==> src/rtl/clock_pkg.sv <==
// clock_pkg
// Shared definitions for the digital clock's mode sequencer: the MODO
// encodings seen by the display/control multiplexer, the FSM state type
// (kept as plain 2-bit constants so the state value is the MODO value),
// and the mode-advance helper.
package clock_pkg;

  localparam logic [1:0] MODE_HORA      = 2'b00;
  localparam logic [1:0] MODE_AJ_HORA   = 2'b01;
  localparam logic [1:0] MODE_AJ_ALARMA = 2'b10;

  typedef logic [1:0] state_t;

  localparam state_t S_HORA      = MODE_HORA;
  localparam state_t S_AJ_HORA   = MODE_AJ_HORA;
  localparam state_t S_AJ_ALARMA = MODE_AJ_ALARMA;

  // Mode button order: time -> adjust time -> adjust alarm -> time.
  // The unused encoding falls back to time display.
  function automatic state_t next_mode(input state_t s);
    case (s)
      S_HORA:      next_mode = S_AJ_HORA;
      S_AJ_HORA:   next_mode = S_AJ_ALARMA;
      default:     next_mode = S_HORA;
    endcase
  endfunction

endpackage

==> src/rtl/btn_debounce.sv <==
// btn_debounce
// Two-flop synchronizer, tick-sampled debouncer and rising-edge event for
// one raw push-button.
//
// Ports:
//   clk    in  system clock, all state on rising edge
//   rst_n  in  asynchronous active-low reset
//   tick   in  one-cycle sampling enable (once per millisecond)
//   btn    in  raw asynchronous button level, active-high
//   db     out debounced level
//   rise   out one-cycle pulse in the cycle after db goes 0 -> 1
//
// Parameter:
//   DEB_MS consecutive disagreeing tick samples required before db follows
module btn_debounce #(
  parameter int DEB_MS = 20
) (
  input  logic clk,
  input  logic rst_n,
  input  logic tick,
  input  logic btn,
  output logic db,
  output logic rise
);

  localparam int CW = $clog2(DEB_MS + 1);

  logic          sync1_reg;
  logic          sync2_reg;
  logic          db_reg;
  logic          rise_reg;
  logic [CW-1:0] cnt_reg;

  always_ff @(posedge clk or negedge rst_n) begin
    if (!rst_n) begin
      sync1_reg <= 1'b0;
      sync2_reg <= 1'b0;
      db_reg    <= 1'b0;
      rise_reg  <= 1'b0;
      cnt_reg   <= '0;
    end else begin
      sync1_reg <= btn;
      sync2_reg <= sync1_reg;
      rise_reg  <= 1'b0;
      if (tick) begin
        if (sync2_reg == db_reg) begin
          // Any agreeing sample restarts the stability window.
          cnt_reg <= '0;
        end else if (cnt_reg == CW'(DEB_MS - 1)) begin
          // This is the DEB_MS-th consecutive disagreeing sample.
          db_reg   <= sync2_reg;
          rise_reg <= sync2_reg;
          cnt_reg  <= '0;
        end else if (cnt_reg != CW'(DEB_MS)) begin
          cnt_reg <= cnt_reg + 1'b1;
        end
      end
    end
  end

  assign db   = db_reg;
  assign rise = rise_reg;

endmodule

==> src/rtl/clock_mode_sequencer.sv <==
// clock_mode_sequencer
// Debounces the MODE/MIN/HR front-panel buttons and runs the display mode
// FSM (time -> adjust time -> adjust alarm), producing the MODO select,
// the AJH/AJA adjust enables and one-cycle AUM/AUH increment strobes. An
// inactivity timeout in either adjust mode returns to time display.
//
// Ports:
//   CLK       in  system clock
//   RST_N     in  asynchronous active-low reset
//   TICK_MS   in  one-cycle enable, once per millisecond
//   BTN_MODE  in  raw mode button (active-high, asynchronous)
//   BTN_MIN   in  raw minute-increment button
//   BTN_HR    in  raw hour-increment button
//   MODO      out 00 time, 01 adjust time, 10 adjust alarm
//   AJH       out high in adjust-time mode
//   AJA       out high in adjust-alarm mode
//   AUM       out one-cycle minute-increment strobe
//   AUH       out one-cycle hour-increment strobe
//
// Optional feature: define CLOCK_MODE_AUTOREPEAT_EN to auto-repeat a held
// MIN/HR button (first repeat REP_DELAY_MS ticks after the press strobe,
// then every REP_RATE_MS ticks). Without it each press yields one strobe.
module clock_mode_sequencer
  import clock_pkg::*;
#(
  parameter int DEB_MS       = 20,
  parameter int REP_DELAY_MS = 500,
  parameter int REP_RATE_MS  = 100,
  parameter int TIMEOUT_MS   = 10000
) (
  input  logic       CLK,
  input  logic       RST_N,
  input  logic       TICK_MS,
  input  logic       BTN_MODE,
  input  logic       BTN_MIN,
  input  logic       BTN_HR,
  output logic [1:0] MODO,
  output logic       AJH,
  output logic       AJA,
  output logic       AUM,
  output logic       AUH
);

  localparam int TO_W = $clog2(TIMEOUT_MS + 1);

  // Increment buttons are handled as a 2-bit vector: bit 0 MIN, bit 1 HR.
  logic            mode_db;
  logic            mode_ev;
  logic [1:0]      inc_db;
  logic [1:0]      inc_ev;
  logic [1:0]      press_fire;
  logic [1:0]      rep_fire;
  logic [1:0]      strobe_next;

  state_t          state_reg;
  state_t          state_next;
  logic [TO_W-1:0] inact_reg;
  logic [TO_W-1:0] inact_next;
  logic            aum_reg;
  logic            auh_reg;

  logic            in_adj;
  logic            activity;
  logic            timeout_hit;
  logic            state_change;

  btn_debounce #(.DEB_MS(DEB_MS)) u_mode (
    .clk   (CLK),
    .rst_n (RST_N),
    .tick  (TICK_MS),
    .btn   (BTN_MODE),
    .db    (mode_db),
    .rise  (mode_ev)
  );

  btn_debounce #(.DEB_MS(DEB_MS)) u_min (
    .clk   (CLK),
    .rst_n (RST_N),
    .tick  (TICK_MS),
    .btn   (BTN_MIN),
    .db    (inc_db[0]),
    .rise  (inc_ev[0])
  );

  btn_debounce #(.DEB_MS(DEB_MS)) u_hr (
    .clk   (CLK),
    .rst_n (RST_N),
    .tick  (TICK_MS),
    .btn   (BTN_HR),
    .db    (inc_db[1]),
    .rise  (inc_ev[1])
  );

  // The mode level itself is never needed (mode never repeats), and the
  // increment levels only feed the optional repeat logic.
  logic unused_inputs;
  assign unused_inputs = ^{mode_db, inc_db} ^ (REP_DELAY_MS > REP_RATE_MS);

  assign in_adj = (state_reg != S_HORA);

  // A mode press in the same cycle wins: the transition is taken and any
  // increment strobe is dropped.
  assign press_fire   = (in_adj && !mode_ev) ? inc_ev : 2'b00;
  assign strobe_next  = press_fire | rep_fire;
  assign activity     = mode_ev | (|inc_ev) | (|rep_fire);
  // Fire on the tick that would bring the count to TIMEOUT_MS so MODO
  // returns to time display right after that tick.
  assign timeout_hit  = in_adj && TICK_MS && !activity &&
                        (inact_reg == TO_W'(TIMEOUT_MS - 1));
  assign state_change = mode_ev | timeout_hit;

  always_comb begin
    state_next = state_reg;
    if (mode_ev) begin
      state_next = next_mode(state_reg);
    end else if (timeout_hit) begin
      state_next = S_HORA;
    end
  end

  always_comb begin
    inact_next = inact_reg;
    if (activity || state_change) begin
      inact_next = '0;
    end else if (TICK_MS && in_adj && (inact_reg != TO_W'(TIMEOUT_MS))) begin
      inact_next = inact_reg + 1'b1;
    end
  end

`ifdef CLOCK_MODE_AUTOREPEAT_EN
  localparam int REP_MAX = (REP_DELAY_MS > REP_RATE_MS) ? REP_DELAY_MS : REP_RATE_MS;
  localparam int RW      = $clog2(REP_MAX + 1);

  for (genvar gi = 0; gi < 2; gi++) begin : g_rep
    logic          armed_reg;
    logic          first_reg;
    logic [RW-1:0] rep_cnt_reg;
    logic [RW-1:0] rep_target;

    // first_reg selects the initial hold delay, afterwards the repeat period.
    assign rep_target   = first_reg ? RW'(REP_DELAY_MS - 1) : RW'(REP_RATE_MS - 1);
    assign rep_fire[gi] = armed_reg && inc_db[gi] && TICK_MS && in_adj &&
                          !mode_ev && (rep_cnt_reg == rep_target);

    // Only a press strobe issued in an adjust state arms the repeat; any
    // state change or release disarms it, so a button still held across a
    // mode change stays silent until it is pressed again.
    always_ff @(posedge CLK or negedge RST_N) begin
      if (!RST_N) begin
        armed_reg   <= 1'b0;
        first_reg   <= 1'b0;
        rep_cnt_reg <= '0;
      end else if (state_change || !inc_db[gi]) begin
        armed_reg   <= 1'b0;
        first_reg   <= 1'b0;
        rep_cnt_reg <= '0;
      end else if (press_fire[gi]) begin
        armed_reg   <= 1'b1;
        first_reg   <= 1'b1;
        rep_cnt_reg <= '0;
      end else if (rep_fire[gi]) begin
        first_reg   <= 1'b0;
        rep_cnt_reg <= '0;
      end else if (armed_reg && TICK_MS && !(&rep_cnt_reg)) begin
        rep_cnt_reg <= rep_cnt_reg + 1'b1;
      end
    end
  end
`else
  for (genvar gi = 0; gi < 2; gi++) begin : g_rep
    assign rep_fire[gi] = 1'b0;
  end
`endif

  always_ff @(posedge CLK or negedge RST_N) begin
    if (!RST_N) begin
      state_reg <= S_HORA;
      inact_reg <= '0;
      aum_reg   <= 1'b0;
      auh_reg   <= 1'b0;
    end else begin
      state_reg <= state_next;
      inact_reg <= inact_next;
      aum_reg   <= strobe_next[0];
      auh_reg   <= strobe_next[1];
    end
  end

  // Decoded straight from the state register, so no input-to-output path.
  assign MODO = state_reg;
  assign AJH  = (state_reg == S_AJ_HORA);
  assign AJA  = (state_reg == S_AJ_ALARMA);
  assign AUM  = aum_reg;
  assign AUH  = auh_reg;

endmodule

==> config.mk <==
export PLATFORM = sky130hd
export DESIGN_NAME = clock_mode_sequencer
export DESIGN_NICKNAME = d
export VERILOG_FILES = /design/src/rtl/clock_pkg.sv /design/src/rtl/btn_debounce.sv /design/src/rtl/clock_mode_sequencer.sv
export SDC_FILE = /design/constraint.sdc
export NUM_CORES = 1
export LEC_CHECK = 0
export ABC_AREA = 1
export CORE_MARGIN = 2
export CORE_UTILIZATION = 53
export DETAILED_ROUTE_END_ITERATION = 10
export DONT_BUFFER_PORTS = 1
export GPL_TIMING_DRIVEN = 1
export PLACE_DENSITY = 0.68
export SYNTH_ARGS = -nofsm -noshare
export SYNTH_HDL_FRONTEND = slang
export SYNTH_HIERARCHICAL = 1
export SYNTH_SLANG_ARGS = --single-unit
==> constraint.sdc <==
create_clock -name CLK -period 1.8 [get_ports CLK]
set_input_delay 0.36 -clock CLK [delete_from_list [all_inputs] [get_ports CLK]]
set_output_delay 0.36 -clock CLK [all_outputs]
set_load 0.02 [all_outputs]
==> results.yml, run 1 <==
synthesis:
  netlist_area_sq_um: 2850
  ys_warn_count: 6
  synth_edf_count: 0
  yosysTopAreaCellShare: 0.395
  synth_area_leaders: "dfrtp_1, nand2_1, nor2_1, nand3_1, inv_1"
  async_reset_ff_frac: 1.00
  synth_flop_cell: "dfrtp_1"
  syn_area_per_cell_sq_um: 7.62
  synth_largest_area_cell: "dfrtp_1"
  syn_nets: 388
  ys_types: 31
  ys_ff_latch: 45
  yosysSeqAreaShare: 0.395
  netlist_instances: 374
cells_and_area:
  num-nets-final: 393
  final_cell_mix: "nand2_1, nor2_1, dfrtp_1"
  fin_cells: 450
  largest_reg_flops: 14
  antenna_cells: 0
  final_common_cell: "nand2_1"
  drive_above_1_share: 0.161
  syn2layout_area_growth_pct: 6.85
die:
  die_y_um: 77.4
  die_area_sq_um: 5980
  die_x_um: 77.4
  start_util: 0.555
  io_pins: 12
  num_rows: 26
  core_sq_um: 5140
sta:
  holdWs_ps: 77.9
  fin_worst_skew_ps: 5.01
  slew_violations: 0
  finalCritPeriodShare: 0.908
  rsz0062_at_grt: "false"
  relSlewSlack: 0.717
  setup_violations: 0
  fmaxAchievable_mhz: 612
  tns_ps: 0
  tightest_slew_ps: 423
  hold_viol: 0
  post-route-min-period_ps: 1640
power_and_ir_drop:
  leakagePower_nw: 1.47
  p_comb_frac: 0.170
  p_sw_frac: 0.316
  power.net_switching_uw: 776
  power_frac_seq: 0.514
  clkPwrFrac: 0.316
  p_int_mw: 1.68
  ir_worst_vdd_mv: 0.574
  power_density_nw_per_um2: 805
drt:
  wl_per_cell_um: 12.7
  drc: 0
  drt-total-wl_um: 5700
  detail-route-antenna-nets: 0
  drtPass1Iterations: 4
  drt_iter0_drc: 122
  vias_per_cell: 5.05
  num_vias: 2274
critical_path:
  endpoint: "AJH"
  cp.arrival_ps: 1280
  critical_path_required_ps: 1440
  cp-start-kind: "flip-flop"
  r2r_setup_slack_ps: 210
  cp_max_fo: 5
  r2r-end: "inact_reg[0]$_DFFE_PN0P_"
  startpoint: "MODO[0]$_DFFE_PN0P_"
  crit_type: "flip-flop to primary output"
  ff2ff_path_depth: 8
  worstReg2RegStart: "inact_reg[1]$_DFFE_PN0P_"
  endpoint_kind: "primary output"
clock_network:
  clkTransAtPathRegs_ps: 90
  htreeDepth: 2
  numCtsBuffers: 5
  cts_tree: "built"
  postCtsHoldBufs: 2
  clock-sinks: 45
  post_cts_resized: 0
  clk_path_buf_depth: 2
  insertion_delay_ps: 300
  cts_root_buffer: "clkbuf_8"
  post_cts_buffers: 0
run_status:
  status: "completed"
run:
  drv_cap: 0
grt:
  grt_pass1_wl_um: 10200
  antenna_found_initial: 0
  grt_max_degree: 46
  grt_overflow: 0
  grt_pass1_vias: 2194
  track_usage: 0.212
place:
  hpwl_um: 4000
  dp.cells: 440
  io_buffers: 0
  place.gp.congestion: 0.902
hold_path:
  min-delay-start: "BTN_MIN"
  holdCritPathClass: "input pin to flip-flop"
Yosys cell counts (all sizes together) (2+ instances only):
library cell and instances:
nor3 2, nand3 37, nand2 137, nand4 15, nor3b 2, xor2 4
xnor2 3, and3 3, buf 5, inv 42, ha 8, dfrtp 45
o21ai 6, nor2 62
worst min path at each step:
stage | slack (ps) | endpoint | cells past startpoint
2_1_floorplan | 60 | AUH$_DFF_PN0_ | 0
5_1_grt | 60 | u_min/sync1_reg$_DFF_PN0_ | 0
3_3_place_gp | 70 | inact_reg[9]$_DFFE_PN0P_ | 0
3_5_place_dp | 70 | inact_reg[9]$_DFFE_PN0P_ | 0
6_report | 80 | u_min/sync1_reg$_DFF_PN0_ | 0
4_1_cts | 70 | u_min/sync1_reg$_DFF_PN0_ | 0
metal layers:
metal | GRT usage | routed length (um) | up-vias
met3 | 0.0372 | 273 | 13
met4 | 0.0929 | 178 | 0
li1 | - | - | 1181
met1 | 0.300 | 2750 | 1026
met2 | 0.320 | 2500 | 54
met5 | 0 | 0 | -
cell type report:
type / count / area, sq um
Inverter: 43 / 165
Fill cell: 495 / 2090
Sequential cell: 45 / 1130
Clock inverter: 2 / 38.8
Timing Repair Buffer: 3 / 45.0
Clock buffer: 6 / 72.6
Tap cell: 70 / 87.6
Multi-Input combinational cell: 281 / 1510
logic make-up (layout without fill, tap and decap cells):
group / Yosys count / count (layout) / share of synthesized area
fa+ha+maj: 8 / 8 / 0.0351
simple gates: 259 / 259 / 0.460
compound gates: 7 / 7 / 0.0136
flops: 45 / 45 / 0.395
buf+inv: 48 / 54 / 0.0750
xor+xnor: 7 / 7 / 0.0215
power groups by stage:
stage | registers, mW | logic (mW) | clock network [mW]
after floorplan | 1.19 | 0.416 | 0
after global placement | 1.27 | 0.375 | 0
after detailed placement | 1.27 | 0.390 | 0
after CTS | 1.26 | 0.422 | 0.796
after global routing | 1.28 | 0.489 | 0.833
final | 1.26 | 0.417 | 0.775
per-stage QoR:
step | power [mW] | utilization | area, sq um | setup WS [ps]
floorplan | 1.60 | - | 2850 | 411
global placement | 1.65 | 0.564 | 2900 | 283
detailed placement | 1.66 | 0.564 | 2900 | 240
CTS | 2.47 | 0.593 | 3050 | 146
global route | 2.60 | 0.593 | 3050 | 39.0
finish | 2.45 | 0.593 | 3050 | 165
worst max-delay path, cell delays in order (launching register included):
cell     delay (ps)
dfrtp_1         540
inv_1            90
nor2_1          350
No activity file was read; power rests on OpenSTA's default activity.
==> inputs of run 2 (changes only) <==
- PLACE_DENSITY: 0.68 -> 0.75
==> run 2 against run 1 <==
  * Clock-buffer cell count stayed put
  * Global-route usage shrank 0.94 points
  * Clock skew rose by 6.7 ps
  * Routed wire length shrank 4.4%
  * Sequential share of layout area grew 0.091 points
  * Worst setup slack better by 23 ps
==> results.yml, run 2 (same netlist as run 1, synthesis figures left out) <==
run_status:
  status: "completed"
cells_and_area:
  largest_reg_flops: 14
  num-nets-final: 392
  final_cell_mix: "nand2_1, nor2_1, dfrtp_1"
  antenna_cells: 0
  final_common_cell: "nand2_1"
  drive_above_1_share: 0.158
  syn2layout_area_growth_pct: 6.58
critical_path:
  startpoint: "MODO[0]$_DFFE_PN0P_"
  crit_type: "flip-flop to primary output"
  cp.arrival_ps: 1250
  cp-start-kind: "flip-flop"
  critical_path_required_ps: 1440
  ff2ff_path_depth: 8
  worstReg2RegStart: "inact_reg[0]$_DFFE_PN0P_"
  cp_max_fo: 5
  endpoint_kind: "primary output"
clock_network:
  post_cts_resized: 0
  cts_root_buffer: "clkbuf_8"
  clkTransAtPathRegs_ps: 80
  clk_path_buf_depth: 2
  cts_tree: "built"
  numCtsBuffers: 5
  insertion_delay_ps: 300
  htreeDepth: 2
  post_cts_buffers: 0
  clock-sinks: 45
sta:
  fmaxAchievable_mhz: 620
  hold_viol: 0
  relSlewSlack: 0.713
  timing.final.ws_setup_ps: 188
  tns_ps: 0
  post-route-min-period_ps: 1610
  tightest_slew_ps: 430
  rsz0062_at_grt: "false"
  setup_violations: 0
  fin_worst_skew_ps: 11.7
  slew_violations: 0
  finalCritPeriodShare: 0.895
drt:
  drt_iter0_drc: 126
  drc: 0
  num_vias: 2323
  drtPass1Iterations: 4
  detail-route-antenna-nets: 0
  vias_per_cell: 5.17
  wl_per_cell_um: 12.1
  drt-total-wl_um: 5450
place:
  hpwl_um: 3940
  place.gp.congestion: 0.867
  dpl_worst_slack_ps: 253
  io_buffers: 0
grt:
  grt_pass1_vias: 2155
  grt_pass1_wl_um: 9810
  track_usage: 0.203
  grt_max_degree: 46
  grt_overflow: 0
  antenna_found_initial: 0
die:
  die_y_um: 77.4
  io_pins: 12
  die_x_um: 77.4
  start_util: 0.555
  num_rows: 26
  core_sq_um: 5140
  die_area_sq_um: 5980
power_and_ir_drop:
  leakagePower_nw: 1.47
  ir_worst_vdd_mv: 0.644
  power_density_nw_per_um2: 800
hold_path:
  min-delay-start: "BTN_MODE"
  holdCritPathClass: "input pin to flip-flop"
  hold_depth: 0
run:
  drv_cap: 0
-- run 2: what timing repair did --
item,in CTS,in global routing
hold buffers,2,0
endpoints found under the setup margin,0,0
endpoints found under the hold margin,45,0
-- run 2: final cells by class --
class,instances,area (sq um)
sequential,45,1130
clock buffer,6,72.6
multi-input combinational,281,1510
fill,477,2100
tap,70,87.6
timing repair buffer,2,37.5
clock inverter,2,38.8
inverter,43,165
-- run 2: metal layers --
metal	routed length, um	GRT usage	share of wire	up-vias
met4	48	0.0536	0.0088	0
met2	2520	0.322	0.46	57
met1	2650	0.286	0.49	1082
li1	-	-	-	1180
met5	0	0	0	-
met3	226	0.0384	0.041	4
-- run 2: through the flow --
step	hold slack [ps]	area [sq um]	total power [mW]	util	std cells
global placement	66.6	2890	1.65	0.562	439
CTS	71.0	3040	2.46	0.591	449
global route	63.2	3040	2.59	0.591	449
detailed placement	66.8	2890	1.65	0.562	439
floorplan	64.4	2850	1.60	-	374
finish	88.5	3040	2.43	0.591	449
-- run 2: critical path, cell delays in order, from the launching register on --
cell and delay (ps):
dfrtp_1 520, inv_1 90, nor2_1 350
-- run 2: final timing paths --
path,end,slack [ps]
worst max-delay path,AJH,190
worst min-delay path,u_mode/sync1_reg$_DFF_PN0_,90
worst max register to register,inact_reg[12]$_DFFE_PN0P_,230
worst min register to register,u_hr/sync2_reg$_DFF_PN0_,350
max in group asynchronous,inact_reg[4]$_DFFE_PN0P_,1030
min in group asynchronous,u_hr/cnt_reg[4]$_DFFE_PN0P_,560
-- run 2: power breakdown --
| part | internal (mW) | leakage [nW] | switching [mW] |
|---|---|---|---|
| Clock | 0.417 | 0.0554 | 0.346 |
| Combinational | 0.165 | 0.826 | 0.248 |
| Sequential | 1.10 | 0.589 | 0.159 |
==> inputs of run 3 (changes only) <==
- clock period: 1.8 -> 2 ns (I/O delays scaled with it)
==> run 3 against run 2 <==
  * Non-clock buffer count unchanged
  * Worst setup slack gained 140 ps
  * Total power is 10% lower
  * Highest routed layer unchanged
  * First-iteration DRC count grew 17%
  * Largest power group unchanged
  * Via count is 0.73% lower
  * Cell area did not move
  * Hold slack better by 37 ps
  * Sequential share of layout area unchanged
  * Critical endpoint unchanged
  * Cell count did not move
  * Register-to-register slack gained 210 ps
  * Clock-buffer cell count stayed put
  * Clock power down 10%
==> results.yml, run 3 (same netlist as run 1, synthesis figures left out) <==
sta:
  relSlewSlack: 0.714
  fmaxAchievable_mhz: 600
  tns_ps: 0
  tightest_slew_ps: 428
  setup_violations: 0
  post-route-min-period_ps: 1670
  finalCritPeriodShare: 0.834
  fin_worst_skew_ps: 7.42
  rsz0062_at_grt: "false"
  hold_viol: 0
  slew_violations: 0
clock_network:
  postCtsHoldBufs: 2
  clkTransAtPathRegs_ps: 80
  post_cts_buffers: 0
  clock-sinks: 45
  numCtsBuffers: 5
  post_cts_resized: 0
  htreeDepth: 2
  cts_tree: "built"
  insertion_delay_ps: 300
  clk_path_buf_depth: 2
  cts_root_buffer: "clkbuf_8"
power_and_ir_drop:
  power_density_nw_per_um2: 717
  ir_worst_vdd_mv: 0.495
  leakagePower_nw: 1.47
place:
  hpwl_um: 3960
  io_buffers: 0
  place.gp.congestion: 0.867
die:
  die_area_sq_um: 5980
  core_sq_um: 5140
  die_y_um: 77.4
  die_x_um: 77.4
  io_pins: 12
  start_util: 0.555
  num_rows: 26
critical_path:
  crit_type: "flip-flop to primary output"
  critical_path_required_ps: 1600
  cp_max_fo: 5
  endpoint_kind: "primary output"
  cp-start-kind: "flip-flop"
  cp.arrival_ps: 1270
drt:
  drt-total-wl_um: 5340
  drt_iter0_drc: 148
  drtPass1Iterations: 4
  detail-route-antenna-nets: 0
  wl_per_cell_um: 11.9
  num_vias: 2306
  vias_per_cell: 5.14
  drc: 0
grt:
  grt_max_degree: 46
  track_usage: 0.201
  grt_pass1_vias: 2143
  antenna_found_initial: 0
  grt_pass1_wl_um: 9690
  grt_overflow: 0
run:
  drv_cap: 0
cells_and_area:
  fillCellCount: 482
  ff_latch_area_sq_um: 1130
  num-nets-final: 392
  syn2layout_area_growth_pct: 6.58
  final_common_cell: "nand2_1"
  largest_reg_flops: 14
  utilization: 0.591
  antenna_cells: 0
  multi_input_area_sq_um: 1510
  final_cell_mix: "nand2_1, nor2_1, dfrtp_1"
  drive_above_1_share: 0.158
run_status:
  status: "completed"
hold_path:
  holdCritPathClass: "input pin to flip-flop"
==> run 3: cell counts in the layout (fill, tap and decap cells not counted) <==
No cell type changed its count.
==> run 3: through the flow <==
stage	worst slack, ps	hold WS, ps	power (mW)	instances	area [sq um]
6_report	332	126	2.18	449	3040
5_1_grt	212	103	2.33	449	3040
4_1_cts	312	112	2.21	449	3040
3_5_place_dp	445	107	1.49	439	2890
3_3_place_gp	498	107	1.48	439	2890
2_1_floorplan	611	104	1.44	374	2850
==> run 3: path summary, 6_finish.rpt <==
check,startpoint,end,slack [ps],depth (start not counted)
max,MODO[0]$_DFFE_PN0P_,AJH,330,2
min,BTN_MODE,u_mode/sync1_reg$_DFF_PN0_,130,0
max reg2reg,inact_reg[1]$_DFFE_PN0P_,inact_reg[0]$_DFFE_PN0P_,440,8
min reg2reg,u_hr/sync1_reg$_DFF_PN0_,u_hr/sync2_reg$_DFF_PN0_,340,0
max in group asynchronous,RST_N,AUH$_DFF_PN0_,1200,2
min in group asynchronous,RST_N,u_hr/cnt_reg[2]$_DFFE_PN0P_,590,2
==> run 3: where the power goes <==
| part | internal [mW] | leakage [nW] | total, mW | switching, mW |
|---|---|---|---|---|
| logic | 0.148 | 0.826 | 0.365 | 0.217 |
| registers | 0.986 | 0.589 | 1.13 | 0.141 |
| clock network | 0.375 | 0.0554 | 0.687 | 0.312 |
| total | 1.51 | 1.47 | 2.18 | 0.669 |
==> run 3: layout make-up <==
type,instances,area share
tap,70,0.0288
clock inverter,2,0.0128
inverter,43,0.0543
sequential,45,0.371
clock buffer,6,0.0239
multi-input combinational,281,0.497
timing repair buffer,2,0.0124
==> run 3: worst max-delay path, cell delays in order (launching register included) <==
cell	delay (ps)
dfrtp_1	530
inv_1	100
nor2_1	350
==> run 3: per-layer routing <==
layer / up-vias / global-route usage / part of all wire
met5: - / 0 / 0
met4: 0 / 0.0750 / 0.011
met3: 4 / 0.0349 / 0.031
met2: 31 / 0.312 / 0.46
met1: 1087 / 0.282 / 0.50
li1: 1184 / - / -
